`config.mk`:
```
export PLATFORM = sky130hd
export DESIGN_NAME = sprite_load_arbiter
export DESIGN_NICKNAME = d
export VERILOG_FILES = /design/src/rtl/sprite_pkg.sv /design/src/rtl/sprite_delay.sv /design/src/rtl/sprite_load_arbiter.sv
export SDC_FILE = /design/constraint.sdc
export NUM_CORES = 1
export LEC_CHECK = 0
export BUFFER_PORTS_ARGS = -buffer_cell sky130_fd_sc_hd__buf_2
export CORE_MARGIN = 2
export CORE_UTILIZATION = 52
export CTS_CLUSTER_DIAMETER = 60
export DETAILED_ROUTE_END_ITERATION = 8
export GPL_ROUTABILITY_DRIVEN = 0
export MAX_ROUTING_LAYER = met4
export PLACE_DENSITY = 0.78
export SLEW_MARGIN = 30
export SYNTH_ARGS = -nofsm -noshare
export SYNTH_HDL_FRONTEND = slang
export SYNTH_HIERARCHICAL = 1
export SYNTH_SLANG_ARGS = --single-unit
```
`constraint.sdc`:
```
create_clock -name pixel_clk_in -period 5.4 [get_ports pixel_clk_in]
set_input_delay 1.08 -clock pixel_clk_in [delete_from_list [all_inputs] [get_ports pixel_clk_in]]
set_output_delay 1.08 -clock pixel_clk_in [all_outputs]
set_load 0.1 [all_outputs]
```
`src/rtl/sprite_pkg.sv`:
```
// sprite_pkg: shared types and constants for the sprite load arbiter.
//   state_e          - loader FSM states (IDLE, LOAD)
//   calc_aw()        - image BRAM address width for a WIDTH x HEIGHT sprite
//   DEFAULT_H_ACTIVE - default visible pixels per line
//   DEFAULT_V_ACTIVE - default visible lines per frame
package sprite_pkg;

    typedef enum logic [0:0] {
        IDLE = 1'b0,
        LOAD = 1'b1
    } state_e;

    localparam int DEFAULT_H_ACTIVE = 1280;
    localparam int DEFAULT_V_ACTIVE = 720;

    function automatic int calc_aw(input int width, input int height);
        return $clog2(width * height);
    endfunction

endpackage

```
`src/rtl/sprite_delay.sv`:
```
// sprite_delay: fixed-depth shift register with asynchronous active-low clear.
// Used to align the in_sprite flag with palette data at the end of the read pipe.
// Ports:
//   clk   - clock
//   rst_n - asynchronous active-low clear of every stage
//   din   - value entering the pipe
//   dout  - value that entered DEPTH cycles earlier
module sprite_delay
    import sprite_pkg::*;
#(
    parameter int DEPTH = 5,
    parameter int W     = 1
) (
    input  logic         clk,
    input  logic         rst_n,
    input  logic [W-1:0] din,
    output logic [W-1:0] dout
);

    logic [W-1:0] stage_r [DEPTH];

    // Shift pipe: stage 0 takes the input, each later stage takes its predecessor.
    always_ff @(posedge clk or negedge rst_n) begin
        if (!rst_n) begin
            for (int i = 0; i < DEPTH; i++) begin
                stage_r[i] <= '0;
            end
        end else begin
            stage_r[0] <= din;
            for (int i = 1; i < DEPTH; i++) begin
                stage_r[i] <= stage_r[i-1];
            end
        end
    end

    assign dout = stage_r[DEPTH-1];

endmodule

```
`src/rtl/sprite_load_arbiter.sv`:
```
// sprite_load_arbiter: shares the single-port sprite image BRAM between the
// raster read path and a streaming image loader (valid/ready byte stream).
// The raster read always wins; loader bytes are accepted only inside the
// write window while a load is in progress.
//
// Build option: define SPRITE_LOAD_BLANK_ONLY_EN to restrict loader writes to
// the blanking interval; otherwise writes go through on any non-sprite pixel.
//
// Ports:
//   pixel_clk_in, rst_n_in     - clock, asynchronous active-low reset
//   hcount_in, vcount_in       - raster position
//   x_in, y_in                 - sprite top-left corner
//   load_start_in/abort_in     - begin / abandon a full image load
//   wr_data_in/valid_in/ready_out - loader byte stream handshake
//   busy_out, done_out         - load in progress / last byte accepted
//   ram_addr_out/din_out/we_out - registered image BRAM port
//   in_sprite_out              - in_sprite aligned with palette output
module sprite_load_arbiter
    import sprite_pkg::*;
#(
    parameter int  WIDTH        = 256,
    parameter int  HEIGHT       = 256,
    parameter int  H_ACTIVE     = DEFAULT_H_ACTIVE,
    parameter int  V_ACTIVE     = DEFAULT_V_ACTIVE,
    parameter int  READ_LATENCY = 5,
    localparam int AW           = calc_aw(WIDTH, HEIGHT)
) (
    input  logic          pixel_clk_in,
    input  logic          rst_n_in,
    input  logic [10:0]   hcount_in,
    input  logic [9:0]    vcount_in,
    input  logic [10:0]   x_in,
    input  logic [9:0]    y_in,
    input  logic          load_start_in,
    input  logic          load_abort_in,
    input  logic [7:0]    wr_data_in,
    input  logic          wr_valid_in,
    output logic          wr_ready_out,
    output logic          busy_out,
    output logic          done_out,
    output logic [AW-1:0] ram_addr_out,
    output logic [7:0]    ram_din_out,
    output logic          ram_we_out,
    output logic          in_sprite_out
);

    localparam logic [AW-1:0] LAST_ADDR = AW'(WIDTH * HEIGHT - 1);

    // The blanking thresholds are compared against 11/10-bit counters.
    if (H_ACTIVE > 2047 || V_ACTIVE > 1023) begin : g_bad_active
        $error("H_ACTIVE/V_ACTIVE do not fit the raster counter widths");
    end

    state_e          state_r;
    state_e          state_next_s;
    logic [AW-1:0]   wr_addr_r;
    logic [AW-1:0]   wr_addr_next_s;
    logic [11:0]     x_end_s;
    logic [10:0]     y_end_s;
    logic            in_sprite_s;
    logic [10:0]     h_off_s;
    logic [9:0]      v_off_s;
    logic [AW-1:0]   rd_addr_s;
    logic            write_window_s;
    logic            wr_ready_s;
    logic            accept_s;
    logic            last_byte_s;

    // Sprite extents one bit wider than the counters so a sprite hanging off
    // the right/bottom edge never wraps back to column/row zero.
    assign x_end_s = {1'b0, x_in} + 12'(WIDTH);
    assign y_end_s = {1'b0, y_in} + 11'(HEIGHT);

    assign in_sprite_s = (hcount_in >= x_in) && ({1'b0, hcount_in} < x_end_s) &&
                         (vcount_in >= y_in) && ({1'b0, vcount_in} < y_end_s);

    assign h_off_s   = hcount_in - x_in;
    assign v_off_s   = vcount_in - y_in;
    assign rd_addr_s = AW'(h_off_s) + AW'(v_off_s) * AW'(WIDTH);

`ifdef SPRITE_LOAD_BLANK_ONLY_EN
    // Blanking only; a sprite placed in the blanking area still keeps its read slot.
    assign write_window_s = ((hcount_in >= 11'(H_ACTIVE)) || (vcount_in >= 10'(V_ACTIVE))) &&
                            !in_sprite_s;
`else
    assign write_window_s = !in_sprite_s;
`endif

    assign wr_ready_s  = (state_r == LOAD) && write_window_s;
    // Abort takes precedence: a byte offered alongside abort is not taken.
    assign accept_s    = wr_ready_s && wr_valid_in && !load_abort_in;
    assign last_byte_s = (wr_addr_r == LAST_ADDR);

    assign wr_ready_out = wr_ready_s;
    assign busy_out     = (state_r == LOAD);
    assign done_out     = accept_s && last_byte_s;

    // Next-state and write-pointer logic for the loader FSM.
    always_comb begin
        state_next_s   = state_r;
        wr_addr_next_s = wr_addr_r;
        case (state_r)
            IDLE: begin
                if (load_abort_in) begin
                    state_next_s = IDLE;
                end else if (load_start_in) begin
                    state_next_s   = LOAD;
                    wr_addr_next_s = '0;
                end else begin
                    state_next_s = IDLE;
                end
            end
            LOAD: begin
                if (load_abort_in) begin
                    state_next_s   = IDLE;
                    wr_addr_next_s = '0;
                end else if (accept_s) begin
                    if (last_byte_s) begin
                        state_next_s   = IDLE;
                        wr_addr_next_s = '0;
                    end else begin
                        wr_addr_next_s = wr_addr_r + AW'(1);
                    end
                end else begin
                    state_next_s = LOAD;
                end
            end
            default: begin
                state_next_s   = IDLE;
                wr_addr_next_s = '0;
            end
        endcase
    end

    // FSM state and write pointer registers.
    always_ff @(posedge pixel_clk_in or negedge rst_n_in) begin
        if (!rst_n_in) begin
            state_r   <= IDLE;
            wr_addr_r <= '0;
        end else begin
            state_r   <= state_next_s;
            wr_addr_r <= wr_addr_next_s;
        end
    end

    // Image BRAM port: accepted loader bytes write, otherwise the raster read
    // address is tracked while inside the sprite and held elsewhere.
    always_ff @(posedge pixel_clk_in or negedge rst_n_in) begin
        if (!rst_n_in) begin
            ram_addr_out <= '0;
            ram_din_out  <= 8'h00;
            ram_we_out   <= 1'b0;
        end else if (accept_s) begin
            ram_addr_out <= wr_addr_r;
            ram_din_out  <= wr_data_in;
            ram_we_out   <= 1'b1;
        end else begin
            ram_we_out <= 1'b0;
            if (in_sprite_s) begin
                ram_addr_out <= rd_addr_s;
            end else begin
                ram_addr_out <= ram_addr_out;
            end
        end
    end

    sprite_delay #(
        .DEPTH (READ_LATENCY),
        .W     (1)
    ) u_in_sprite_delay (
        .clk   (pixel_clk_in),
        .rst_n (rst_n_in),
        .din   (in_sprite_s),
        .dout  (in_sprite_out)
    );

endmodule

```
## After elaboration in Yosys (flattened, before gate mapping)

Index checks and enable logic that the tools add are counted.

- Logic and storage cells: 51
- Flip-flop bits (word level): 47

- $add $sub $neg: 6
- Equality and inequality tests: 4
- $lt $le $gt $ge: 4
- Reduce and logical (&&, ||, !) cells: 11
- Bitwise operators: 1
- Mux-type cells: 15

Operator list:

| kind | count |
|---|---|
| 2-to-1 mux 16 bit | 7 |
| one-hot mux 16 bit (2 select lines) | 1 |
| adder 11 x 16 -> 16 bit | 1 |
| adder 16 x 1 -> 16 bit (second input constant) | 1 |
| equality test 16 bit (second input constant) | 1 |
| adder 11 x 9 -> 12 bit (second input constant) | 1 |
| less-than comparator 11 x 12 -> 1 bit | 1 |
| adder 10 x 9 -> 11 bit (second input constant) | 1 |
| greater-or-equal comparator 11 bit | 1 |
| less-than comparator 10 x 11 -> 1 bit | 1 |
| subtractor 11 bit | 1 |
| greater-or-equal comparator 10 bit | 1 |
| subtractor 8 bit | 1 |
| logical AND 1 bit | 7 |
| 2-to-1 mux 1 bit | 6 |
| inequality test 2 bit (second input constant) | 2 |
| inequality test 3 x 2 -> 1 bit (second input constant) | 1 |
| AND reduction 3 bit | 1 |
| logical NOT 1 bit | 2 |
| one-hot mux 1 bit (2 select lines) | 1 |
| nonzero test 2 bit | 1 |
| inverter 1 bit | 1 |

## Logic depth before layout (Yosys ltp)

- Word-level depth: 12
- Gate-level depth with buffers: 16
- Mapped depth without buffers: 16

## Hierarchy

The synthesis kept the hierarchy.

By module, submodules not included:

| module | cells each | area an instance (sq um) | instances | sequential area each (sq um) |
|---|---|---|---|---|
| sprite_load_arbiter | 378 | 3352.0 | 1 | 1051.0 |
| sprite_delay | 5 | 125.1 | 1 | 125.1 |

## Least setup slack after synthesis

OpenSTA, ideal clock, no wires.

- Path kind: input to output
- Start: input hcount_in[0]
- End: output done_out
- Data arrival time: 5377 ps
- Stages: 11
- Buffers on the path: 1
- Setup slack: -1057 ps
- Path through: inv_1 -> ha_1 -> fa_1 -> nand2b_2 -> a21oi_4 -> a311oi_2 -> or4_1 -> and4b_1 -> buf_6 -> or2_2 -> nor3_1

- Cells in the longest elaborated chain, start to end: 9
- Elaborated cells on any way between the ends: 10
- Those cells by class: 2 x order compare; 8 x reduce/logical

RTL lines:

| element | RTL line | RTL |
|---|---|---|
| start, declared | sprite_load_arbiter.sv:30 | `input logic [10:0] hcount_in,` |
| less-than comparator 11 x 12 -> 1 bit / greater-or-equal comparator 11 bit (equally long branches) | sprite_load_arbiter.sv:74 | `assign in_sprite_s = (hcount_in >= x_in) && ({1'b0, hcount_in} < x_end_s) &&` |
| logical AND 1 bit (*) (2 in series) | sprite_load_arbiter.sv:74 |  |
| logical AND 1 bit (*) | sprite_load_arbiter.sv:75 | `(vcount_in >= y_in) && ({1'b0, vcount_in} < y_end_s);` |
| logical NOT 1 bit (*) | sprite_load_arbiter.sv:86 | `assign write_window_s = !in_sprite_s;` |
| logical AND 1 bit (*) | sprite_load_arbiter.sv:89 | `assign wr_ready_s = (state_r == LOAD) && write_window_s;` |
| logical AND 1 bit (*) (2 in series) | sprite_load_arbiter.sv:91 | `assign accept_s = wr_ready_s && wr_valid_in && !load_abort_in;` |
| logical AND 1 bit (*) | sprite_load_arbiter.sv:96 | `assign done_out = accept_s && last_byte_s;` |
| end, declared | sprite_load_arbiter.sv:40 | `output logic done_out,` |

Mark *: on every way between the ends. The rest lies on a longest branch, timed or not.

## Final worst setup path

Same ends and word-level chain as after synthesis.

==> impl_metrics.env <==
export IMPL_status="complete, but fails checks"
export IMPL_violations="design-rule violations"
export IMPL_hpwl_um=5670
export IMPL_start_util_pct=54.1
export IMPL_critPathMaxFanout=3
export IMPL_path_clk_slew_ns=0.10
export IMPL_die_area_sq_um=7360
export IMPL_post_cts_buffers=0
export IMPL_track_usage_pct=21.5
export IMPL_n_fill_cell=564
export IMPL_htreeDepth=2
export IMPL_async_flop_share_pct=100
export IMPL_clkSinkCount=47
export IMPL_skew_ns=0.0151
export IMPL_seq_area_sq_um=1180
export IMPL_drive_above_1_share_pct=25.5
export IMPL_start_kind="primary input"
export IMPL_yosysTopAreaCell="dfrtp_1"
export IMPL_vdd_ir_drop_max_v=0.000244
export IMPL_io_pins=84
export IMPL_cts_made_buffers=5
export IMPL_cts_root_buf="clkbuf_8"
export IMPL_area_growth_pct=17.2
export IMPL_synth_top_cell_area_share_pct=33.8
export IMPL_diodes=0
export IMPL_rows=29
export IMPL_antenna_found_initial=0
export IMPL_clk_path_buf_depth=2
export IMPL_insertion_delay_ns=0.31
export IMPL_cp_required_ns=4.32
export IMPL_worst_slew_pin_slew_ns=0.835
export IMPL_synth_edf_count=0
export IMPL_grt_setup_unrepaired="false"
export IMPL_synth_area_sq_um=3480
export IMPL_grt_max_degree=52
export IMPL_power_density_nw_per_um2=383
export IMPL_syn_num_nets=473
export IMPL_end_kind="output pin"
export IMPL_setup_violations=0
export IMPL_vias_per_cell=5.63
export IMPL_period_needed_ns=4.90
export IMPL_cp_num_buf_inv=3
export IMPL_yosysMostFrequentCell="dfrtp_1"
export IMPL_syn_inst=383
export IMPL_cpPeakStageDelay_ns=0.51
export IMPL_cp_slowest_cell="or4_1"
export IMPL_ant_nets=0
export IMPL_drv_cap=0
export IMPL_fin_crit_sh_pct=90.8
export IMPL_holdCritPathClass="register to register"
export IMPL_yosysSeqAreaShare_pct=33.8
export IMPL_synth_main_ff_cell="dfrtp_1"
export IMPL_die_w_um=85.8
export IMPL_synth_commonest_cells="dfrtp_1, inv_1, ha_1"
export IMPL_grt_pass1_vias=2829
export IMPL_leakagePower_nw=2.03
export IMPL_yosysUniqueCellTypes=47
export IMPL_finalHoldViolCount=0
export IMPL_cp_cell_sequence="buf_2, inv_1, ha_1, fa_1, nand2b_2, a21oi_4, a311oi_2, or4_1, and4b_1, or2_2, nor3_4, buf_12"
export IMPL_avgSynthCellArea_sq_um=9.08
export IMPL_firstDrtPassIters=6
export IMPL_die_h_um=85.8
export IMPL_final_util_pct=63.5
export IMPL_cts_resized=0
export IMPL_slew_headroom_pct=43.9
export IMPL_timing_setup_tns_ns=0
export IMPL_max_freq_ghz=0.204
export IMPL_placement_io_buffers=83
export IMPL_finalMaxSlewViolations=0
export IMPL_yosys_register_bits=47
export IMPL_grt_pass1_wl_um=12600
export IMPL_routedWlPerCell_um=13.6
export IMPL_cts_hold_buf=0
export IMPL_core_region_area_sq_um=6420
export IMPL_grt_overflow_total=0
export IMPL_drtIter0Drc=185
export IMPL_nets=551
export IMPL_synth_area_top_cells="dfrtp_1, ha_1, mux2_2"
export IMPL_yosysWarnings=6
export IMPL_multi_input_area_sq_um=2110
export IMPL_cts_tree="built"
export IMPL_vias=3036
export IMPL_arrival_ns=3.82
export IMPL_crit_family="simple AND/OR/NAND/NOR gates"
export IMPL_drt_total_wl_um=7310
export IMPL_critPathKind="primary input to output pin"
export IMPL_route_detailed_drc=3
[placed cells by master, fill, tap and decap left out, types with 8 or more instances in the layout]
cell      count
xnor2_1      13
o21ai_0      26
mux2_2       15
nand3_1      10
nand2_1      26
a21oi_1      23
nor2b_1       9
ha_1         32
xor2_1        8
dfrtp_1      47
mux2i_1      10
o311ai_0     13
nor2_1       29
buf_2        80
o31ai_1       8
inv_1        33
[power breakdown]
part	switching (mW)	internal (mW)
Sequential	0.0340	0.419
Combinational	0.687	0.196
Clock	0.122	0.105
[path summary, 6_finish.rpt]
check | slack (ns) | to | start | cells past startpoint
hold / removal | 0.36 | u_in_sprite_delay/stage_r[2]$_DFF_PN0_ | u_in_sprite_delay/stage_r[3]$_DFF_PN0_ | 0
setup reg to reg | 2.16 | wr_addr_r[13]$_DFFE_PN0P_ | wr_addr_r[0]$_DFFE_PN0P_ | 8
max in group asynchronous | 4.24 | ram_addr_out[15]$_DFFE_PN0P_ | rst_n_in | 1
min in group asynchronous | 0.75 | u_in_sprite_delay/stage_r[1]$_DFF_PN0_ | rst_n_in | 1
hold reg to reg | 0.36 | u_in_sprite_delay/stage_r[2]$_DFF_PN0_ | u_in_sprite_delay/stage_r[3]$_DFF_PN0_ | 0
setup / recovery | 0.50 | done_out | hcount_in[0] | 12
[per-stage QoR]
stage	area [sq um]	cells	power, mW	worst slack [ns]	hold slack [ns]
5_1_grt	4080	539	1.64	0.347	0.364
3_5_place_dp	3980	531	1.35	0.483	0.339
4_1_cts	4080	539	1.57	0.477	0.360
6_report	4080	539	1.56	0.495	0.357
3_3_place_gp	3970	531	1.33	0.515	0.334
2_1_floorplan	3490	383	1.19	0.192	0.331
[registers in the layout, summed over array words and instances, names as in the netlist]
register,cells
ram_din_out,8
ram_addr_out,16
ram_we_out,1
u_in_sprite_delay/stage_r,4
busy_out,1
u_in_sprite_delay/dout,1
wr_addr_r,16
[worst reg2reg max path, delay by kind of cell, from the launching register on]
kind,cells,cell delay [ns]
and+or+nand+nor,4,1.22
AOI/OAI and AO/OA,3,1.22
DFF,1,0.44
adders and majority gates,1,0.23
[metal layers]
metal / vias to the layer above / routed length [um] / share of wire, % / track usage [%]
met5: - / 0 / 0 / -
met4: 0 / 99 / 1.4 / 6.93
met2: 87 / 3620 / 49 / 36.7
li1: 1514 / - / - / -
met3: 5 / 287 / 3.9 / 2.31
met1: 1430 / 3310 / 45 / 26.9
[area by class of cell]
class | instances | share of cell area [%]
timing repair buffer | 85 | 11.4
tap | 77 | 2.36
sequential | 47 | 28.9
clock buffer | 6 | 2.03
clock inverter | 2 | 0.399
inverter | 34 | 3.13
multi-input combinational | 288 | 51.9
[logic make-up (layout without fill, tap and decap cells)]
logic type | after synthesis | count (layout) | share of synthesized area (%)
buffers and inverters | 48 | 127 | 5.79
adders and majority gates | 35 | 35 | 13.2
and+or+nand+nor | 110 | 110 | 15.9
AOI/OAI and AO/OA | 97 | 97 | 18.2
DFF | 47 | 47 | 33.8
xor gates and xnor gates | 21 | 21 | 5.29
muxes | 25 | 25 | 7.74
Power figures use the tool's default switching activity.
